--- src/rtl/multdiv_issue_ctrl_if.sv ---
// Bus bundle between the execute-stage requesters, the shared multdiv unit and
// the result consumer; slave is the issue controller's view, master the environment's.
interface multdiv_issue_ctrl_if;
  logic        req0_valid;
  logic        req0_op;
  logic [31:0] req0_a;
  logic [31:0] req0_b;
  logic        req0_ready;
  logic        req1_valid;
  logic        req1_op;
  logic [31:0] req1_a;
  logic [31:0] req1_b;
  logic        req1_ready;
  logic [31:0] md_operandA;
  logic [31:0] md_operandB;
  logic        md_ctrl_MULT;
  logic        md_ctrl_DIV;
  logic [31:0] md_result;
  logic        md_exception;
  logic        md_resultRDY;
  logic        out_valid;
  logic        out_ready;
  logic [31:0] out_result;
  logic        out_exception;
  logic        out_id;
  logic        out_timeout;

  modport slave (
    input  req0_valid, req0_op, req0_a, req0_b,
    output req0_ready,
    input  req1_valid, req1_op, req1_a, req1_b,
    output req1_ready,
    output md_operandA, md_operandB, md_ctrl_MULT, md_ctrl_DIV,
    input  md_result, md_exception, md_resultRDY,
    output out_valid,
    input  out_ready,
    output out_result, out_exception, out_id, out_timeout
  );

  modport master (
    output req0_valid, req0_op, req0_a, req0_b,
    input  req0_ready,
    output req1_valid, req1_op, req1_a, req1_b,
    input  req1_ready,
    input  md_operandA, md_operandB, md_ctrl_MULT, md_ctrl_DIV,
    output md_result, md_exception, md_resultRDY,
    input  out_valid,
    output out_ready,
    input  out_result, out_exception, out_id, out_timeout
  );
endinterface

--- src/rtl/multdiv_issue_ctrl.sv ---
// Round-robin issue front end for the shared multdiv unit: grants one of two
// requesters, pulses the start control, waits for ready (with watchdog) and holds the result.
module multdiv_issue_ctrl #(
  parameter int unsigned TIMEOUT = 64,
  parameter int unsigned CNT_W   = 7
) (
  input  logic               clk_i,
  input  logic               rst_i,
  multdiv_issue_ctrl_if.slave bus_if,
  output logic               busy_o
);

  localparam logic [1:0] IDLE  = 2'd0;
  localparam logic [1:0] START = 2'd1;
  localparam logic [1:0] WAIT  = 2'd2;
  localparam logic [1:0] DONE  = 2'd3;

  localparam logic [CNT_W-1:0] CNT_LAST = CNT_W'(TIMEOUT - 1);

  logic [1:0]       state_q, state_d;
  logic             last_grant_q, last_grant_d;
  logic [CNT_W-1:0] cnt_q, cnt_d;
  logic             op_q, op_d;
  logic             id_q, id_d;
  logic [31:0]      a_q, a_d;
  logic [31:0]      b_q, b_d;
  logic [31:0]      result_q, result_d;
  logic             exc_q, exc_d;
  logic             timeout_q, timeout_d;
  logic             gnt0, gnt1;

  // On contention the requester that did not win last time gets the grant.
  always_comb begin
    gnt0 = bus_if.req0_valid & (~bus_if.req1_valid | last_grant_q);
    gnt1 = bus_if.req1_valid & (~bus_if.req0_valid | ~last_grant_q);
  end

  always_comb begin
    state_d      = state_q;
    last_grant_d = last_grant_q;
    cnt_d        = cnt_q;
    op_d         = op_q;
    id_d         = id_q;
    a_d          = a_q;
    b_d          = b_q;
    result_d     = result_q;
    exc_d        = exc_q;
    timeout_d    = timeout_q;
    case (state_q)
      IDLE: begin
        if (gnt0 | gnt1) begin
          id_d         = gnt1;
          op_d         = gnt1 ? bus_if.req1_op : bus_if.req0_op;
          a_d          = gnt1 ? bus_if.req1_a  : bus_if.req0_a;
          b_d          = gnt1 ? bus_if.req1_b  : bus_if.req0_b;
          last_grant_d = gnt1;
          state_d      = START;
        end
      end
      START: begin
        cnt_d   = '0;
        state_d = WAIT;
      end
      WAIT: begin
        // Ready is only honoured here, so a stale ready after reset is harmless.
        if (bus_if.md_resultRDY) begin
          result_d  = bus_if.md_result;
          exc_d     = bus_if.md_exception;
          timeout_d = 1'b0;
          state_d   = DONE;
        end else if (cnt_q == CNT_LAST) begin
          result_d  = '0;
          exc_d     = 1'b1;
          timeout_d = 1'b1;
          state_d   = DONE;
        end else begin
          cnt_d = cnt_q + 1'b1;
        end
      end
      DONE: begin
        if (bus_if.out_ready) begin
          state_d = IDLE;
        end
      end
      default: state_d = IDLE;
    endcase
  end

  always_ff @(posedge clk_i or posedge rst_i) begin
    if (rst_i) begin
      state_q      <= IDLE;
      last_grant_q <= 1'b1;
      cnt_q        <= '0;
      op_q         <= 1'b0;
      id_q         <= 1'b0;
      a_q          <= '0;
      b_q          <= '0;
      result_q     <= '0;
      exc_q        <= 1'b0;
      timeout_q    <= 1'b0;
    end else begin
      state_q      <= state_d;
      last_grant_q <= last_grant_d;
      cnt_q        <= cnt_d;
      op_q         <= op_d;
      id_q         <= id_d;
      a_q          <= a_d;
      b_q          <= b_d;
      result_q     <= result_d;
      exc_q        <= exc_d;
      timeout_q    <= timeout_d;
    end
  end

  // Ready is gated by reset so a requester held valid through reset is not acknowledged.
  assign bus_if.req0_ready    = (state_q == IDLE) & ~rst_i & gnt0;
  assign bus_if.req1_ready    = (state_q == IDLE) & ~rst_i & gnt1;
  assign bus_if.md_operandA   = a_q;
  assign bus_if.md_operandB   = b_q;
  assign bus_if.md_ctrl_MULT  = (state_q == START) & ~op_q;
  assign bus_if.md_ctrl_DIV   = (state_q == START) & op_q;
  assign bus_if.out_valid     = (state_q == DONE);
  assign bus_if.out_result    = result_q;
  assign bus_if.out_exception = exc_q;
  assign bus_if.out_id        = id_q;
  assign bus_if.out_timeout   = timeout_q;
  assign busy_o               = (state_q != IDLE);

endmodule

--- src/flat_wrapper.sv ---
// flat-port wrapper written by rule: the top's interface ports become plain ports
module multdiv_issue_ctrl_flat 
#(
  parameter int unsigned TIMEOUT = 64,
  parameter int unsigned CNT_W   = 7
)
  (clk_i, rst_i, busy_o, bus_if_req0_valid, bus_if_req0_op, bus_if_req0_a, bus_if_req0_b, bus_if_req0_ready, bus_if_req1_valid, bus_if_req1_op, bus_if_req1_a, bus_if_req1_b, bus_if_req1_ready, bus_if_md_operandA, bus_if_md_operandB, bus_if_md_ctrl_MULT, bus_if_md_ctrl_DIV, bus_if_md_result, bus_if_md_exception, bus_if_md_resultRDY, bus_if_out_valid, bus_if_out_ready, bus_if_out_result, bus_if_out_exception, bus_if_out_id, bus_if_out_timeout);
  multdiv_issue_ctrl_if bus_if_i ();
  input  logic clk_i;
  input  logic rst_i;
  output logic busy_o;
  input wire logic [$bits(bus_if_i.req0_valid)-1:0] bus_if_req0_valid;
  input wire logic [$bits(bus_if_i.req0_op)-1:0] bus_if_req0_op;
  input wire logic [$bits(bus_if_i.req0_a)-1:0] bus_if_req0_a;
  input wire logic [$bits(bus_if_i.req0_b)-1:0] bus_if_req0_b;
  output wire logic [$bits(bus_if_i.req0_ready)-1:0] bus_if_req0_ready;
  input wire logic [$bits(bus_if_i.req1_valid)-1:0] bus_if_req1_valid;
  input wire logic [$bits(bus_if_i.req1_op)-1:0] bus_if_req1_op;
  input wire logic [$bits(bus_if_i.req1_a)-1:0] bus_if_req1_a;
  input wire logic [$bits(bus_if_i.req1_b)-1:0] bus_if_req1_b;
  output wire logic [$bits(bus_if_i.req1_ready)-1:0] bus_if_req1_ready;
  output wire logic [$bits(bus_if_i.md_operandA)-1:0] bus_if_md_operandA;
  output wire logic [$bits(bus_if_i.md_operandB)-1:0] bus_if_md_operandB;
  output wire logic [$bits(bus_if_i.md_ctrl_MULT)-1:0] bus_if_md_ctrl_MULT;
  output wire logic [$bits(bus_if_i.md_ctrl_DIV)-1:0] bus_if_md_ctrl_DIV;
  input wire logic [$bits(bus_if_i.md_result)-1:0] bus_if_md_result;
  input wire logic [$bits(bus_if_i.md_exception)-1:0] bus_if_md_exception;
  input wire logic [$bits(bus_if_i.md_resultRDY)-1:0] bus_if_md_resultRDY;
  output wire logic [$bits(bus_if_i.out_valid)-1:0] bus_if_out_valid;
  input wire logic [$bits(bus_if_i.out_ready)-1:0] bus_if_out_ready;
  output wire logic [$bits(bus_if_i.out_result)-1:0] bus_if_out_result;
  output wire logic [$bits(bus_if_i.out_exception)-1:0] bus_if_out_exception;
  output wire logic [$bits(bus_if_i.out_id)-1:0] bus_if_out_id;
  output wire logic [$bits(bus_if_i.out_timeout)-1:0] bus_if_out_timeout;
  assign bus_if_i.req0_valid = bus_if_req0_valid;
  assign bus_if_i.req0_op = bus_if_req0_op;
  assign bus_if_i.req0_a = bus_if_req0_a;
  assign bus_if_i.req0_b = bus_if_req0_b;
  assign bus_if_req0_ready = bus_if_i.req0_ready;
  assign bus_if_i.req1_valid = bus_if_req1_valid;
  assign bus_if_i.req1_op = bus_if_req1_op;
  assign bus_if_i.req1_a = bus_if_req1_a;
  assign bus_if_i.req1_b = bus_if_req1_b;
  assign bus_if_req1_ready = bus_if_i.req1_ready;
  assign bus_if_md_operandA = bus_if_i.md_operandA;
  assign bus_if_md_operandB = bus_if_i.md_operandB;
  assign bus_if_md_ctrl_MULT = bus_if_i.md_ctrl_MULT;
  assign bus_if_md_ctrl_DIV = bus_if_i.md_ctrl_DIV;
  assign bus_if_i.md_result = bus_if_md_result;
  assign bus_if_i.md_exception = bus_if_md_exception;
  assign bus_if_i.md_resultRDY = bus_if_md_resultRDY;
  assign bus_if_out_valid = bus_if_i.out_valid;
  assign bus_if_i.out_ready = bus_if_out_ready;
  assign bus_if_out_result = bus_if_i.out_result;
  assign bus_if_out_exception = bus_if_i.out_exception;
  assign bus_if_out_id = bus_if_i.out_id;
  assign bus_if_out_timeout = bus_if_i.out_timeout;
  multdiv_issue_ctrl #(.TIMEOUT(TIMEOUT), .CNT_W(CNT_W)) u_core (.clk_i(clk_i), .rst_i(rst_i), .bus_if(bus_if_i), .busy_o(busy_o));
endmodule
--- config.mk ---
export PLATFORM = sky130hd
export DESIGN_NAME = multdiv_issue_ctrl_flat
export DESIGN_NICKNAME = d
export VERILOG_FILES = /design/src/rtl/multdiv_issue_ctrl_if.sv /design/src/rtl/multdiv_issue_ctrl.sv /design/src/flat_wrapper.sv
export SDC_FILE = /design/constraint.sdc
export NUM_CORES = 1
export LEC_CHECK = 0
export CORE_MARGIN = 8
export CORE_UTILIZATION = 39
export DETAILED_ROUTE_END_ITERATION = 10
export GPL_TIMING_DRIVEN = 0
export PLACE_DENSITY = 0.81
export SETUP_SLACK_MARGIN = 0.3
export SLEW_MARGIN = 20
export SYNTH_ARGS = -nofsm -noshare
export SYNTH_HDL_FRONTEND = slang
export SYNTH_SLANG_ARGS = --single-unit
--- constraint.sdc ---
create_clock -name clk_i -period 5.3 [get_ports clk_i]
set_clock_uncertainty 0.05 [all_clocks]
set_input_delay 0.795 -clock clk_i [delete_from_list [all_inputs] [get_ports clk_i]]
set_output_delay 0.795 -clock clk_i [all_outputs]
set_load 0.02 [all_outputs]
# Word-level counts from Yosys, hierarchy flattened
# Cells that the tools add are included.
[classes]
n_addsub = 1
eq_ne = 9
muxes = 16
n_bitwise = 15
n_reduce_logical = 8
[ops]
columns = ["op", "n"]
rows = [
  ["32-bit 2-to-1 mux", 4],
  ["7-bit 2-to-1 mux", 2],
  ["7-bit one-hot mux with 2 select lines", 1],
  ["2-bit 2-to-1 mux", 4],
  ["2-bit one-hot mux with 4 select lines", 1],
  ["7-bit by 1-bit adder with 7-bit output (second input constant)", 1],
  ["1-bit AND", 7],
  ["7-bit by 6-bit equality test with 1-bit output (second input constant)", 1],
  ["3-bit AND reduction", 2],
  ["2-bit nonzero test", 3],
  ["1-bit NOT", 5],
  ["2-bit equality test (second input constant)", 2],
  ["1-bit 2-to-1 mux", 4],
  ["2-bit by 1-bit inequality test with 1-bit output (second input constant)", 2],
  ["2-bit inequality test (second input constant)", 2],
  ["2-bit AND reduction", 2],
  ["3-bit by 2-bit inequality test with 1-bit output (second input constant)", 1],
  ["1-bit OR", 3],
  ["2-bit by 1-bit equality test with 1-bit output (second input constant)", 1],
  ["2-bit zero test", 1],
]
[totals]
reg_bits = 110
input_bits = 169
out_inout_bits = 105
wordCells = 59

# Logic depth before layout (Yosys ltp)
# Gate-level depths: netlist (run 1).
[logic_depth]
word_depth = 6
ltp_mapped = 8
mapped_depth_nobuf = 6

# Least setup slack after synthesis (run 1)
# Ideal clock, no wire load.
[synth_path]
path_kind = "input to output"
from = "input port rst_i"
to = "output port bus_if_req1_ready"
arrival_ns = 3.623
t_required_ns = 4.455
slack_ns = 0.832
cell_stages = 2
n_path_buf = 0
path_cell_list = "inv_1 and3_1"
[synth_between]
elab_chain_cells = 3
[synth_lines]
columns = ["item", "line_no", "text"]
rows = [
  ["start, declared", "flat_wrapper.sv:10", "input logic rst_i;"],
  ["1-bit NOT", "multdiv_issue_ctrl.sv:117", "assign bus_if.req1_ready = (state_q == IDLE) & ~rst_i & gnt1;"],
  ["1-bit AND (2 in series)", "multdiv_issue_ctrl.sv:117", ""],
  ["end, declared", "flat_wrapper.sv:21", "output wire logic [$bits(bus_if_i.req1_ready)-1:0] bus_if_req1_ready;"],
]
# Every way passes these cells.

# Final worst setup path (run 1)
[layout_path]
from = "input port bus_if_req1_valid"
to = "output port bus_if_req1_ready"
[layout_between]
elab_chain_cells = 2
[layout_lines]
columns = ["item", "line_no", "text"]
rows = [
  ["start, declared", "flat_wrapper.sv:17", "input wire logic [$bits(bus_if_i.req1_valid)-1:0] bus_if_req1_valid;"],
  ["1-bit AND", "multdiv_issue_ctrl.sv:35", "gnt1 = bus_if.req1_valid & (~bus_if.req0_valid | ~last_grant_q);"],
  ["1-bit AND", "multdiv_issue_ctrl.sv:117", ""],
]
# Every way passes these cells.

==> results of run 1 <==
[worst max-delay path: stages]
cell and delay (ns):
sky130_fd_sc_hd__clkdlybuf4s50_1 0.52, sky130_fd_sc_hd__a21boi_2 0.29, sky130_fd_sc_hd__buf_4 0.29, sky130_fd_sc_hd__buf_6 0.22
sky130_fd_sc_hd__and3_1 0.17, sky130_fd_sc_hd__clkdlybuf4s50_1 0.62
[final cells by class]
type	instances	area, um^2	area share [%]
Clock inverter	7	113	1.37
Inverter	6	27.5	0.336
Sequential cell	110	2750	33.6
Tap cell	172	215	2.62
Clock buffer	9	225	2.75
Buffer	31	194	2.36
Timing Repair Buffer	274	2760	33.6
Multi-Input combinational cell	282	1910	23.3
[sequential cells by signal, indices dropped and copies added, names as in the netlist]
signal / count
u_core.op_q: 1
u_core.bus_if.md_operandA: 32
u_core.bus_if.out_id: 1
u_core.cnt_q: 7
u_core.bus_if.out_timeout: 1
u_core.bus_if.out_exception: 1
u_core.bus_if.md_operandB: 32
u_core.last_grant_q: 1
u_core.bus_if.out_result: 32
u_core.state_q: 2
[stage by stage]
stage	TNS (ns)	area [um^2]	hold WS [ns]	worst slack, ns
2_1_floorplan	0	4880	0.414	0.832
3_3_place_gp	-0.971	7830	0.412	-0.971
3_5_place_dp	0	7870	0.422	1.52
4_1_cts	0	8200	0.438	1.51
5_1_grt	0	8200	0.461	1.42
6_report	0	8200	0.433	1.54
[synthesized netlist by cell type, drive strengths merged, types with 2 or more instances]
master,instances,area (um^2)
and3,3,18.8
clkbuf,9,37.5
o21ai,69,345
a31oi,6,43.8
inv,6,22.5
mux2i,66,661
nor2,2,7.51
buf,22,156
a21oi,6,41.3
nand3,2,10.0
and2,2,12.5
nand2,71,267
dfrtp,109,2730
nand2b,2,20.0
ha,5,62.6
nor2b,5,38.8
a22o,33,289
[power breakdown]
| part | internal [uW] | switching [uW] |
|---|---|---|
| Combinational | 1120 | 1240 |
| Clock | 459 | 296 |
| Sequential | 1230 | 232 |
| Total | 2810 | 1760 |
[cell families (layout without fill, tap and decap cells)]
group / Yosys count / count (layout)
buffers and inverters: 37 / 327
flip-flops: 110 / 110
AO/OA/AOI/OAI: 119 / 119
multiplexers: 67 / 67
adder cells (fa/ha/maj): 5 / 5
AND/OR/NAND/NOR: 91 / 91
[how the worst max path moves through the flow]
stage	cells after the start	slack [ns]	endpoint
finish	6	1.54	bus_if_req1_ready
global route	5	1.42	bus_if_req1_ready
CTS	5	1.51	bus_if_req1_ready
detailed placement	5	1.52	bus_if_req1_ready
global placement	4	-0.97	bus_if_req1_ready
floorplan	2	0.83	bus_if_req1_ready
[routing by layer]
metal	GRT usage, %	vias to the layer above	part of all wire (%)
met2	36.3	190	52
met5	0	-	0
met4	6.99	0	2.0
met3	7.03	25	8.3
met1	21.6	2135	38
li1	-	2087	-
==> flow_summary_export.csv, run 1 <==
group,metric,value,unit
clock_network,clk_transition_reported_paths,0.07,ns
synthesis,synth-edff-count,0,
global_routing,grt_pass1_wl,25800,um
worst_setup_path,critical_path.reg2reg.endpoint,"u_core.op_q$_DFFE_PP0P_",
final_layout,leading_cell_type_in_the_layout_fill_and_taps_excluded,"sky130_fd_sc_hd__clkdlybuf4s50_1",
drt,drt-total-wl,16700,um
clock_network,clockBufferDepth,2,
sta,timing_worst_slew_pin_value,0.551,ns
worst_setup_path,required,4.45,ns
synthesis,syn-mean-instance-area,11.4,um^2
worst_setup_path,critical_path.startpoint_type,"input port",
flow_run,cap_viol_max_count,0,
pwr,max-vdd-ir-drop,0.238,mV
final_layout,antennaDiodeCount,0,
sta,rsz0062_at_grt,"false",
worst_setup_path,path_class,"in -> out",
synthesis,synthArstFlopShare,100,%
drt,detail_route.drc_violations,0,
clock_network,cts-buffers-inserted,9,
pwr,leakagePower,0.00362,uW
place,gpl.final_weighted_congestion,0.846,
floorplanning,initial_core_utilization,39.3,%
worst_setup_path,r2r_slack,3.31,ns
drt,remaining_antenna_violation_count,0,
floorplanning,die_area,16400,um^2
clock_network,clk_root_buffer_cell,"sky130_fd_sc_hd__clkbuf_16",
sta,finalCritPeriodShare,70.9,%
final_layout,final_layout_size_suffix_gt1_share,7.37,%
sta,slew_viol_final,0,
global_routing,gr-total-overflow,0,
worst_setup_path,cp_launch_point,"bus_if_req1_valid",
synthesis,synth_top_family_by_area,"compound AO/OA/AOI/OAI gates",
clock_network,cts_setup_buffers,0,
drt,routed_via_density,4.98,
run_status,outcome,"finished, final reports clean",
clock_network,clock_sinks,110,
worst_hold_path,type_of_the_worst_min_delay_path,"reg -> reg",
drt,drt-wirelength-per-cell,18.8,um
worst_hold_path,hold_path_depth,2,
final_layout,final_nets,888,
floorplanning,die_height,128,um
clock_network,cts_tree,"built",
drt,detailedRoute.firstPassIterationCount,4,
synthesis,mappedNetlistNets,603,
final_layout,filler_cell_count,972,
worst_setup_path,end_kind,"output pin",
pwr,power_density,557,nW/um^2
synthesis,synth-simple-area-share,8.30,%
worst_hold_path,whs_endpoint,"u_core.bus_if.md_operandB[3]$_DFFE_PP0P_",
floorplanning,fp-row-count,41,
clock_network,hold_buffers,0,
synthesis,netlist-cell-type-count,36,
synthesis,post_synthesis_compound_gate_area_fraction,15.9,%
floorplanning,dieWidth,128,um
synthesis,synthMuxAreaShare,13.8,%
pwr,report.power.total,4570,uW
worst_setup_path,timing.rr.start,"u_core.state_q[0]$_DFFE_PP0P_",
place,io_buffers,273,
global_routing,grt_pass1_vias,4875,
sta,hold_viol,0,
synthesis,synth.yosys.seq_area_share,56.4,%
drt,drt_first_iter_violations,204,
place,post-dp-hpwl,13500,um
drt,num_vias,4437,
synthesis,synth_ff_type,"sky130_fd_sc_hd__dfrtp_1",
worst_setup_path,worst-r2r-cell-count,8,
synthesis,synth_fa_ha_area_share,1.28,%
synthesis,post_synth_xor_area_fraction,0,%
clock_network,number_of_h_tree_levels,3,
final_layout,syn_to_final_growth,67.9,%
final_layout,final_cell_mix,"sky130_fd_sc_hd__clkdlybuf4s50_1, sky130_fd_sc_hd__dfrtp_1, sky130_fd_sc_hd__nand2_1",
sta,slew_headroom,62.3,%
final_layout,final-instance-count-excl-fill,891,
sta,maximum_clock_rate,266,MHz
global_routing,grt.total_usage,20.2,%
sta,setup_violations,0,
clock_network,clk-insertion-delay-late,0.34,ns
worst_hold_path,worst_hold_startpoint,"u_core.bus_if.md_operandB[3]$_DFFE_PP0P_",
sta,period_minus_slack,3.76,ns
floorplanning,core_region_area,12400,um^2
synthesis,syn_inst,429,
final_layout,post-route-util,66.1,%
clock_network,post_cts_resized,0,
synthesis,ys_seq_elements,110,
place,dpl.cell_count,875,
worst_setup_path,worst-endpoint-arrival,2.91,ns
global_routing,grt_max_degree,61,
worst_setup_path,crit_path_max_fanout,10,
global_routing,antenna_found_initial,0,
floorplanning,io-pin-count,274,
synthesis,mappedNetlistArea,4880,um^2
synthesis,synthesis.yosys.warnings,0,
(Power assumes the default switching activity.)
==> inputs of run 2 (changes only) <==
Settings changed: CORE_UTILIZATION 39 to 35, PLACE_DENSITY 0.81 to 0.77.
Clock period 5.3 ns to 3.3 ns, I/O delays scaled along.
==> run 2 against run 1 <==
Net effect: total power grew 60%; largest cell class unchanged; combinational power rose by 61%; sequential power increased by 60%; global-route usage fell by 1.5 points; first-iteration DRC count decreased by 11%; core utilization is 6.0 points lower; worst setup slack got worse by 1.1 ns; highest routed layer unchanged; clock power up 59%.
==> flow_summary_export.csv, run 2 (same netlist as run 1, synthesis figures left out) <==
group,metric,value,unit
worst_setup_path,timing.rr.start,"u_core.state_q[0]$_DFFE_PP0P_",
clock_network,cts_tree,"built",
clock_network,clk-insertion-delay-late,0.34,ns
drt,num_vias,4399,
floorplanning,die_height,134,um
global_routing,grt_pass1_wl,26600,um
worst_setup_path,path_class,"in -> out",
final_layout,final_cell_mix,"sky130_fd_sc_hd__clkdlybuf4s50_1, sky130_fd_sc_hd__dfrtp_1, sky130_fd_sc_hd__nand2_1",
place,gpl.final_weighted_congestion,0.806,
final_layout,final-instance-count-excl-fill,902,
clock_network,cts_setup_buffers,0,
pwr,power.share.combinational,51.7,%
final_layout,leading_cell_type_in_the_layout_fill_and_taps_excluded,"sky130_fd_sc_hd__clkdlybuf4s50_1",
worst_setup_path,crit_slowest_cell,"sky130_fd_sc_hd__clkdlybuf4s50_1",
place,io_buffers,273,
place,dpl.cell_count,886,
sta,finalCritPeriodShare,85.1,%
sta,setup_violations,0,
drt,drt-total-wl,17100,um
sta,rsz0062_at_grt,"false",
worst_hold_path,worst_hold_startpoint,"u_core.bus_if.md_operandB[21]$_DFFE_PP0P_",
final_layout,antennaDiodeCount,0,
drt,routed_via_density,4.88,
final_layout,syn_to_final_growth,69.5,%
pwr,power_density,883,nW/um^2
global_routing,top_usage_layer,"met2",
worst_setup_path,crit_path_max_fanout,10,
pwr,report.power.total,7310,uW
drt,detail_route.drc_violations,0,
final_layout,filler_cell_count,1140,
clock_network,cts-buffers-inserted,9,
clock_network,clk_transition_reported_paths,0.07,ns
clock_network,post_cts_resized,2,
worst_setup_path,worst-r2r-cell-count,8,
clock_network,clock_sinks,110,
sta,maximum_clock_rate,356,MHz
pwr,power.share.clock,16.4,%
drt,drt_first_iter_violations,181,
worst_setup_path,worst-endpoint-arrival,2.26,ns
place,post-dp-hpwl,13800,um
final_layout,final_layout_size_suffix_gt1_share,7.76,%
pwr,seq_power_share,31.9,%
worst_setup_path,required,2.75,ns
pwr,max-vdd-ir-drop,0.363,mV
global_routing,grt.total_usage,18.8,%
pwr,net-switching-power,2800,uW
sta,slew_headroom,63.8,%
worst_setup_path,r2r_slack,1.40,ns
place,detailedPlace.worstSlack,0.114,ns
pwr,sw_frac_of_total,38.4,%
floorplanning,initial_core_utilization,35.5,%
global_routing,use_met3,6.69,%
floorplanning,fp-row-count,43,
clock_network,hold_buffers,0,
floorplanning,io-pin-count,274,
clock_network,clk_root_buffer_cell,"sky130_fd_sc_hd__clkbuf_16",
clock_network,clockBufferDepth,2,
global_routing,antenna_found_initial,0,
global_routing,grt_pass1_vias,5007,
sta,postLayoutSetupSlackWorst,0.491,ns
sta,slew_viol_final,0,
final_layout,final_nets,891,
floorplanning,dieWidth,134,um
clock_network,number_of_h_tree_levels,3,
final_layout,post-route-util,60.1,%
floorplanning,core_region_area,13800,um^2
global_routing,grt_use_met1,20.9,%
global_routing,gr-total-overflow,0,
pwr,cellInternalPower,4500,uW
drt,remaining_antenna_violation_count,0,
worst_setup_path,maximum_single_stage_delay_on_the_critical_path,0.52,ns
global_routing,grt_max_degree,33,
worst_setup_path,critical-path-top-cell-by-count,"sky130_fd_sc_hd__buf_6",
floorplanning,die_area,18000,um^2
worst_setup_path,critical_path.reg2reg.endpoint,"u_core.bus_if.md_operandB[2]$_DFFE_PP0P_",
pwr,leakagePower,0.00365,uW
sta,period_minus_slack,2.81,ns
drt,drt-wirelength-per-cell,18.9,um
global_routing,use_met2,32.7,%
worst_hold_path,whs_endpoint,"u_core.bus_if.md_operandB[21]$_DFFE_PP0P_",
sta,hold_viol,0,
drt,detailedRoute.firstPassIterationCount,4,
place,placedInstanceArea,7940,um^2
worst_setup_path,end_kind,"output pin",
worst_setup_path,critical_path.startpoint_type,"input port",
sta,timing_worst_slew_pin_value,0.529,ns
worst_setup_path,cp_cell_sequence,"clkdlybuf4s50_1 > a21boi_2 > buf_6 > buf_6 > and3_2 > dlygate4sd2_1",
flow_run,cap_viol_max_count,0,
worst_hold_path,type_of_the_worst_min_delay_path,"reg -> reg",
worst_hold_path,hold_path_depth,2,
run_status,outcome,"finished, final reports clean",
final_layout,final_cell_area,8280,um^2
## run 2: changes by cell type in the layout (fill, tap and decap cells not counted)
cell | before | now
sky130_fd_sc_hd__clkbuf_8 | 0 | 3
sky130_fd_sc_hd__bufinv_16 | 3 | 2
sky130_fd_sc_hd__clkdlybuf4s50_1 | 273 | 272
sky130_fd_sc_hd__buf_16 | 1 | 2
sky130_fd_sc_hd__buf_12 | 0 | 2
sky130_fd_sc_hd__inv_6 | 1 | 0
sky130_fd_sc_hd__dlygate4sd2_1 | 0 | 1
sky130_fd_sc_hd__and3_1 | 3 | 2
sky130_fd_sc_hd__buf_6 | 7 | 8
sky130_fd_sc_hd__clkbuf_1 | 6 | 7
sky130_fd_sc_hd__and3_2 | 0 | 1
sky130_fd_sc_hd__clkinv_2 | 3 | 1
sky130_fd_sc_hd__buf_4 | 1 | 0
## run 2: worst max-delay path, delay by kind of cell
family                 cells  cell delay (ns)
AOI/OAI and AO/OA          1             0.29
buffers and inverters      4             1.28
and+or+nand+nor            1             0.18
## run 2: stage by stage
stage | TNS [ns] | hold slack [ns]
floorplan | 0 | 0.414
global placement | -1.65 | 0.413
detailed placement | 0 | 0.420
CTS | 0 | 0.436
global route | 0 | 0.457
finish | 0 | 0.430
## run 2: layout make-up
class	instances	area, um^2	share of cell area, %
sequential	110	2750	33.3
multi-input combinational	282	1920	23.1
clock inverter	3	65.1	0.786
clock buffer	13	270	3.26
buffer	31	198	2.39
timing repair buffer	277	2830	34.1
inverter	6	26.3	0.317
tap	180	225	2.72
## run 2: worst max-delay path by stage
stage,from,endpoint,slack (ns),depth (start not counted)
final,bus_if_req1_valid,bus_if_req1_ready,0.49,6
after floorplan,rst_i,bus_if_req1_ready,0.10,2
after CTS,bus_if_req1_valid,bus_if_req1_ready,0.43,6
after global routing,bus_if_req1_valid,bus_if_req1_ready,0.39,6
after global placement,rst_i,bus_if_req1_ready,-1.65,4
after detailed placement,bus_if_req1_valid,bus_if_req1_ready,0.11,6
## run 2: power by group through the flow
stage | Combinational [uW] | Sequential [uW] | Clock (uW)
floorplan | 1230 | 3020 | 0
global placement | 3740 | 2320 | 0
detailed placement | 3810 | 2350 | 0
CTS | 3840 | 2330 | 1240
global route | 4060 | 2410 | 1290
finish | 3780 | 2330 | 1200
## run 2: per-layer routing
layer | part of all wire, % | vias to the layer above | routed length (um)
met3 | 8.2 | 19 | 1410
met2 | 50 | 180 | 8600
met5 | 0 | - | 0
met4 | 1.7 | 0 | 284
li1 | - | 2086 | -
met1 | 40 | 2114 | 6770
==> inputs of run 3 (changes only) <==
Settings changed: PLACE_DENSITY 0.77 to 0.74.
==> run 3 against run 2 <==
Net effect: non-clock buffer count decreased by 1; worst setup slack got worse by 0.0071 ns; fmax decreased by 0.25%; count of clock-buffer cells in the layout increased by 1; critical endpoint unchanged; final cell count decreased by 0.11%; register-to-register slack improved by 0.03 ns; sequential power about the same; critical path depth unchanged; clock power decreased by 12%; largest power group unchanged; sequential share of layout area increased by 0.33 points; via count decreased by 0.41%; highest routed layer unchanged.
==> flow_summary_export.csv, run 3 (same netlist as run 1, synthesis figures left out) <==
group,metric,value,unit
run_status,outcome,"finished, final reports clean",
pwr,cellInternalPower,4380,uW
drt,drt_first_iter_violations,200,
clock_network,clockBufferDepth,2,
global_routing,grt_pass1_vias,4780,
final_layout,filler_cell_count,1177,
final_layout,final-instance-count-excl-fill,901,
final_layout,final_nets,891,
sta,slew_headroom,54.8,%
place,dpl.cell_count,885,
floorplanning,core_region_area,13800,um^2
pwr,seq_power_share,32.6,%
pwr,report.power.total,7180,uW
worst_hold_path,type_of_the_worst_min_delay_path,"reg -> reg",
final_layout,syn_to_final_growth,67.9,%
clock_network,hold_buffers,0,
place,gpl.final_weighted_congestion,0.799,
clock_network,cts_setup_buffers,0,
sta,timing_worst_slew_pin_value,0.674,ns
worst_setup_path,end_kind,"output pin",
clock_network,clk_root_buffer_cell,"sky130_fd_sc_hd__clkbuf_16",
floorplanning,die_height,134,um
pwr,power.share.clock,14.8,%
floorplanning,initial_core_utilization,35.5,%
final_layout,area.sequential,2750,um^2
drt,detailedRoute.firstPassIterationCount,4,
global_routing,antenna_found_initial,0,
worst_setup_path,path_class,"in -> out",
final_layout,antennaDiodeCount,0,
drt,drt-total-wl,16900,um
sta,whs,0.426,ns
global_routing,grt_max_degree,33,
sta,hold_viol,0,
pwr,max-vdd-ir-drop,0.323,mV
floorplanning,io-pin-count,274,
global_routing,gr-total-overflow,0,
worst_setup_path,critical_path.startpoint_type,"input port",
sta,period_minus_slack,2.82,ns
final_layout,final_cell_mix,"sky130_fd_sc_hd__clkdlybuf4s50_1, sky130_fd_sc_hd__dfrtp_1, sky130_fd_sc_hd__nand2_1",
sta,finalCritPeriodShare,85.4,%
sta,postLayoutSetupSlackWorst,0.483,ns
clock_network,number_of_h_tree_levels,3,
sta,maximum_clock_rate,355,MHz
final_layout,leading_cell_type_in_the_layout_fill_and_taps_excluded,"sky130_fd_sc_hd__clkdlybuf4s50_1",
place,post-dp-hpwl,13800,um
flow_run,cap_viol_max_count,0,
floorplanning,die_area,18000,um^2
worst_setup_path,worst-endpoint-arrival,2.27,ns
final_layout,area_occupied_by_multi_input_gates,1920,um^2
place,detailedPlace.worstSlack,0.135,ns
place,io_buffers,273,
worst_setup_path,required,2.75,ns
floorplanning,dieWidth,134,um
drt,remaining_antenna_violation_count,0,
drt,routed_via_density,4.86,
global_routing,grt.total_usage,18.6,%
pwr,power.share.combinational,52.6,%
sta,fin_setup_tns,0,ns
floorplanning,fp-row-count,43,
clock_network,clock_sinks,110,
pwr,net-switching-power,2800,uW
clock_network,cts_tree,"built",
clock_network,clk_transition_reported_paths,0.06,ns
final_layout,final_layout_size_suffix_gt1_share,7.21,%
worst_setup_path,crit_path_max_fanout,10,
global_routing,grt_pass1_wl,26200,um
pwr,leakagePower,0.00360,uW
sta,setup_violations,0,
clock_network,clk-insertion-delay-late,0.34,ns
sta,slew_viol_final,0,
clock_network,post_cts_resized,2,
sta,rsz0062_at_grt,"false",
drt,num_vias,4381,
clock_network,cts-buffers-inserted,9,
drt,drt-wirelength-per-cell,18.8,um
pwr,sw_frac_of_total,38.9,%
pwr,power_density,875,nW/um^2
drt,detail_route.drc_violations,0,
-- run 3: cell count changes in the layout (fill, tap and decap cells not counted), sizes merged --
cell and change:
clkbuf +1, clkinv -1, clkinvlp +1, bufinv -1
buf -1
-- run 3: layout make-up --
type	count	area share, %
Multi-Input combinational cell	282	23.4
Buffer	31	2.41
Sequential cell	110	33.6
Clock buffer	14	3.10
Inverter	6	0.320
Timing Repair Buffer	276	34.0
Clock inverter	1	0.366
Tap cell	180	2.75
Timing Repair inverter	1	0.0610
-- run 3: layer usage --
metal / vias up / global-route usage (%) / wire length, um
li1: 2093 / - / -
met1: 2095 / 20.4 / 6630
met2: 180 / 32.6 / 8510
met3: 13 / 7.07 / 1530
met4: 0 / 5.93 / 227
met5: - / 0 / 0
-- run 3: final timing paths --
kind / slack (ns) / endpoint / from / depth (start not counted)
max: 0.48 / bus_if_req1_ready / bus_if_req1_valid / 6
min: 0.43 / u_core.bus_if.md_operandB[5]$_DFFE_PP0P_ / u_core.bus_if.md_operandB[5]$_DFFE_PP0P_ / 2
max reg2reg: 1.43 / u_core.bus_if.md_operandA[31]$_DFFE_PP0P_ / u_core.state_q[0]$_DFFE_PP0P_ / 8
min reg2reg: 0.43 / u_core.bus_if.md_operandB[5]$_DFFE_PP0P_ / u_core.bus_if.md_operandB[5]$_DFFE_PP0P_ / 2
max in group asynchronous: 1.79 / u_core.bus_if.md_operandA[14]$_DFFE_PP0P_ / rst_i / 4
min in group asynchronous: 0.53 / u_core.op_q$_DFFE_PP0P_ / rst_i / 2
-- run 3: worst max-delay path: stages --
cell	delay, ns
sky130_fd_sc_hd__clkdlybuf4s50_1	0.53
sky130_fd_sc_hd__a21boi_2	0.28
sky130_fd_sc_hd__buf_6	0.22
sky130_fd_sc_hd__buf_6	0.19
sky130_fd_sc_hd__and3_2	0.19
sky130_fd_sc_hd__dlygate4sd2_1	0.36
-- run 3: stage by stage --
step | util (%) | cell area [um^2]
2_1_floorplan | - | 4890
3_3_place_gp | 57.0 | 7850
3_5_place_dp | 57.4 | 7910
4_1_cts | 59.5 | 8200
5_1_grt | 59.5 | 8200
6_report | 59.5 | 8200
-- run 3: power by group through the flow --
stage,Combinational (uW),Clock (uW),Sequential [uW]
2_1_floorplan,1230,0,3020
3_3_place_gp,3760,0,2320
3_5_place_dp,3830,0,2350
4_1_cts,3840,1100,2340
5_1_grt,4060,1160,2410
6_report,3780,1060,2340
